$ cat src/rtl/serial_subtractor.sv
// serial_subtractor: bit-serial a = sum - b, LSB first, with start/ready/done handshake and an out-of-range flag
// Ports: clk, rst_n (sync, active-low); start, sum[W:0], b[W-1:0] in; ready, a[W-1:0], err, done out (all registered)
module serial_subtractor #(
  parameter int W = 2
) (
  input  logic         clk,
  input  logic         rst_n,
  input  logic         start,
  input  logic [W:0]   sum,
  input  logic [W-1:0] b,
  output logic         ready,
  output logic [W-1:0] a,
  output logic         err,
  output logic         done
);
  localparam int CW = $clog2(W + 2);
  typedef enum logic [1:0] {IDLE, SHIFT, DONE} state_t;
  state_t state;
  logic [W:0] sreg, breg, diff, diff_nx;
  logic [CW-1:0] cnt;
  logic borrow, d, borrow_nx;
  always_comb begin
    d = sreg[0] ^ breg[0] ^ borrow;
    borrow_nx = (~sreg[0] & breg[0]) | (~(sreg[0] ^ breg[0]) & borrow);
    diff_nx = {d, diff[W:1]};
  end
  always_ff @(posedge clk) begin
    if (!rst_n) begin
      state <= IDLE;
      ready <= 1'b1;
      a <= '0;
      err <= 1'b0;
      done <= 1'b0;
      cnt <= '0;
      borrow <= 1'b0;
      sreg <= '0;
      breg <= '0;
      diff <= '0;
    end else begin
      case (state)
        IDLE: begin
          done <= 1'b0;
          if (start) begin
            sreg <= sum;
            breg <= {1'b0, b};
            borrow <= 1'b0;
            cnt <= '0;
            ready <= 1'b0;
            state <= SHIFT;
          end
        end
        SHIFT: begin
          diff <= diff_nx;
          sreg <= sreg >> 1;
          breg <= breg >> 1;
          borrow <= borrow_nx;
          cnt <= cnt + CW'(1);
          if (cnt == CW'(W)) begin
            a <= diff_nx[W-1:0];
            err <= diff_nx[W] | borrow_nx;
            done <= 1'b1;
            state <= DONE;
          end
        end
        default: begin
          done <= 1'b0;
          ready <= 1'b1;
          state <= IDLE;
        end
      endcase
    end
  end
endmodule

$ cat config.mk
export PLATFORM = sky130hd
export DESIGN_NAME = serial_subtractor
export DESIGN_NICKNAME = d
export VERILOG_FILES = /design/src/rtl/serial_subtractor.sv
export SDC_FILE = /design/constraint.sdc
export NUM_CORES = 1
export LEC_CHECK = 0
export BUFFER_PORTS_ARGS = -buffer_cell sky130_fd_sc_hd__buf_2
export CORE_MARGIN = 4
export CORE_UTILIZATION = 51
export CTS_CLUSTER_SIZE = 8
export DETAILED_ROUTE_END_ITERATION = 6
export GPL_ROUTABILITY_DRIVEN = 0
export GPL_TIMING_DRIVEN = 1
export PLACE_DENSITY = 0.74
export SYNTH_ARGS = -nofsm -noshare
export SYNTH_HDL_FRONTEND = slang
export SYNTH_SLANG_ARGS = --single-unit
$ cat constraint.sdc
create_clock -name clk -period 1.9 [get_ports clk]
set_clock_uncertainty 0.1 [all_clocks]
set_input_delay 0.19 -clock clk [delete_from_list [all_inputs] [get_ports clk]]
set_output_delay 0.19 -clock clk [all_outputs]
set_load 0.05 [all_outputs]
# --- Yosys cells after proc, flatten, opt, wreduce, memory -nomap -nowiden ---
# Cells that the tools add are included.
word_totals:
  output_inout_bits: 5
  ram_bits: 0
  memories: 0
  latchBits: 0
  register_bits: 19
  inputBits: 8
  rom_bits: 0
classes:
  muxes: 12
  bitwise: 9
  order_cmp: 0
  mul: 0
  eq_ne: 4
  addsub: 1
  div_mod_pow: 0
  shifts: 0
  n_reduce_logical: 7
op_table:
  columns: ["cell", "count"]
  rows:
  - ["one-hot mux 3 bit (2 select lines)", 2]
  - ["AND reduction 2 bit", 5]
  - ["one-hot mux 2 bit (2 select lines)", 2]
  - ["two-way mux 2 bit", 3]
  - ["two-way mux 3 bit", 2]
  - ["!= test 2 bit (second input constant)", 2]
  - ["one-hot mux 1 bit (2 select lines)", 2]
  - ["inverter 1 bit", 3]
  - ["adder 2 x 1 -> 2 bit (second input constant)", 1]
  - ["bitwise AND 1 bit", 2]
  - ["equality test 2 x 1 -> 1 bit (second input constant)", 1]
  - ["equality test 2 bit (second input constant)", 1]
  - ["zero test 2 bit", 1]
  - ["OR 1 bit", 2]
  - ["nonzero test 2 bit", 1]
  - ["XOR 1 bit", 2]
  - ["two-way mux 1 bit", 1]

# --- Depth between registers and ports, before layout ---
depth:
  word_depth: 5
  ltp_mapped: 5
  depth_no_buf: 5

# --- Worst setup path before layout ---
# No wires, ideal clock.
synth_path:
  kind: "register to register"
  startpoint: "register sreg[0]"
  endpoint: "register err"
  stages_incl_launch_ff: 5
  path_slack_ns: 0.422
  required_time_ns: 1.678
  arrival_ns: 1.257
  n_path_buf: 0
  synth_period_minus_slack_ns: 1.478
  cell_sequence: "dfxtp_1 > inv_1 > fa_1 > inv_1 > o311a_1"
synth_between:
  elab_chain_len: 5
  word_cells_on_any_way: 8
  cone_classes: "bitwise: 8"
synth_lines:
  columns: ["item", "line", "rtl"]
  rows:
  - ["from (decl)", "19", "logic [W:0] sreg, breg, diff, diff_nx;"]
  - ["from (signal assigned)", "44", "sreg <= sum;"]
  - ["from (signal assigned)", "54", "sreg <= sreg >> 1;"]
  - ["XOR 1 bit", "23, 24", null]
  - ["inverter 1 bit", "24", "borrow_nx = (~sreg[0] & breg[0]) | (~(sreg[0] ^ breg[0]) & borrow);"]
  - ["bitwise AND 1 bit", "24", null]
  - ["OR 1 bit", "24", null]
  - ["OR 1 bit *", "60", "err <= diff_nx[W] | borrow_nx;"]
  - ["to (signal assigned)", "60", null]
  - ["to (decl)", "13", "output logic err,"]
# Every way passes the cells marked *; elsewhere a longest branch is shown, timed or not.
# A chain may end at the register's enable or synchronous reset.

# --- Worst setup path after layout ---
# Same ends and word-level chain as after synthesis.

==> metrics.yaml <==
outcome:
  outcome: "completed"
die:
  dieArea_sq_mm: 0.00205
  die_h_um: 45.3
  initial_core_util_pct: 54.6
  num_rows: 13
  io-pin-count: 13
  coreArea_sq_mm: 0.00130
  die_w_um: 45.3
cts:
  cts_buffers: 3
  htreeDepth: 1
  hold_buffers: 0
  clk_pin_slew_ns: 0.09
  cts_tree: "done"
  ctsResizeCount: 0
  cts_buffer_depth: 2
  postCtsSetupRepairBufs: 0
  cts_root_buf: "clkbuf_4"
  clock-sinks: 17
  clkLatencyLatePin_ns: 0.29
place:
  dp_hpwl_um: 932
  place_worst_setup_slack_ns: 0.371
  io_buffers: 12
  dp.cells: 99
  placed_cell_area_sq_um: 773
cells_and_area:
  mostFrequentLayoutCell: "dfxtp_1"
  area_growth_pct: 12.5
  post-route-util_pct: 61.4
  stdcell_area_sq_um: 800
  antenna_cells: 0
  layout_common_cells: "dfxtp_1, buf_2, nand2_1"
  fin_nets: 99
  multi_input_area_sq_um: 335
  drive_gt1_share_pct: 18.2
  fillCellCount: 127
  seq_area_sq_um: 340
  fin_cells: 103
sta:
  hold_viol_final: 0
  fmax_ghz: 0.651
  tightest_slew_ns: 0.558
  relSlewSlack_pct: 62.7
  fin_crit_sh_pct: 80.8
  tns_ns: 0
  final-max-slew-violation-count: 0
  setup_violations: 0
  setup_ws_ns: 0.364
  period_needed_ns: 1.54
  grt_setup_unrepaired: "no"
synthesis:
  ys.flop_type: "dfxtp_1"
  ys_seq_elements: 17
  ys_warn_count: 0
  synth-async-reset-ratio_pct: 0
  ys_top_cells_by_area: "dfxtp_1, a21boi_1, nand2_1, nand2b_1, nor2b_1"
  synth.avg_cell_area_sq_um: 9.48
  syn_nets: 85
  synth_edf_count: 0
  syn_inst: 75
  synth_cell_types: 31
  synth_area_sq_um: 711
  yosysTopAreaCell: "dfxtp_1"
  ys_seq_area_share_pct: 47.9
  yosysTopAreaCellShare_pct: 47.9
route:
  routed_wl_um: 1300
  remaining_drc_errors: 0
  drt_first_pass_iters: 4
  first_iter_violations: 14
  via_per_inst: 5.62
  ant_nets: 0
  wl_per_cell_um: 12.6
  vias: 579
run:
  drv_cap: 0
grt:
  grt_pass1_wl_um: 2160
  grt_use_total_pct: 15.1
  grt_overflow_total: 0
  antenna_found_initial: 0
  grt_pass1_vias: 533
  grt_max_degree: 17
power_and_ir_drop:
  vdd_drop_max_mv: 0.537
  leakagePower_nw: 0.359
  p_per_area_mw_per_mm2: 830
worst_setup_path:
  required_ns: 1.98
  critPathMaxFanout: 3
  cp-end-kind: "flop"
  timing_worst_setup_path_type: "reg2reg"
  critPathLaunchType: "flop"
  cp.arrival_ns: 1.62
worst_hold_path:
  hp-class: "in2reg"
cell families after synthesis:
logic type | count (synthesis) | share of synthesized area, %
compound gates | 22 | 22.7
fa+ha+maj | 2 | 4.58
buf+inv | 8 | 4.93
flops | 17 | 47.9
mux | 1 | 1.41
simple gates | 25 | 18.5
cells in the mapped netlist, types with 3 or more instances:
| library cell | number |
|---|---|
| a21oi_1 | 3 |
| nand2b_1 | 4 |
| inv_1 | 4 |
| nand2_1 | 7 |
| nor2b_1 | 4 |
| dfxtp_1 | 17 |
| a21boi_1 | 5 |
flip-flops by register name, summed over array words and instances, names as in the netlist:
register	flops
err	1
done	1
state	2
borrow	1
diff	2
cnt	2
a	2
ready	1
sreg	3
breg	2
through the flow:
step,power [mW],hold slack [ns]
after detailed placement,0.485,0.341
after global routing,0.702,0.0610
after global placement,0.482,0.331
after CTS,0.674,0.0543
after floorplan,0.463,0.227
final,0.664,0.0614
worst paths after layout:
check	start	end	slack [ns]	depth (start not counted)
setup / recovery	sreg[0]$_SDFFE_PN0P_	err$_SDFFE_PN0P_	0.36	4
hold / removal	b[1]	breg[1]$_SDFFE_PN0P_	0.06	3
setup reg to reg	sreg[0]$_SDFFE_PN0P_	err$_SDFFE_PN0P_	0.36	4
hold reg to reg	a[0]$_SDFFE_PN0P_	a[0]$_SDFFE_PN0P_	0.35	2
metal layers:
metal | global-route usage, % | routed length, um | vias to the layer above
met4 | 8.77 | 25 | 0
li1 | - | - | 292
met1 | 17.2 | 578 | 266
met5 | 0 | 0 | -
met2 | 23.7 | 615 | 17
met3 | 5.98 | 77 | 4
worst max-delay path: stages, from the launching register on:
cell,delay (ns)
dfxtp_1,0.37
inv_1,0.07
fa_1,0.55
inv_1,0.04
o311a_1,0.31
power by group:
part           switching [mW]  total (mW)  internal, mW
combinational          0.0505      0.0862        0.0358
sequential             0.0151       0.390         0.375
clock                   0.105       0.187        0.0817
total                   0.171       0.664         0.493
layout make-up:
cell class	instances	share of cell area [%]
flip-flops and latches	17	42.6
multi-input cells	50	41.9
clock buffers	4	3.29
well taps	15	2.35
inverters	5	2.35
repair buffers	12	7.51
No activity file was read; power rests on OpenSTA's default activity.
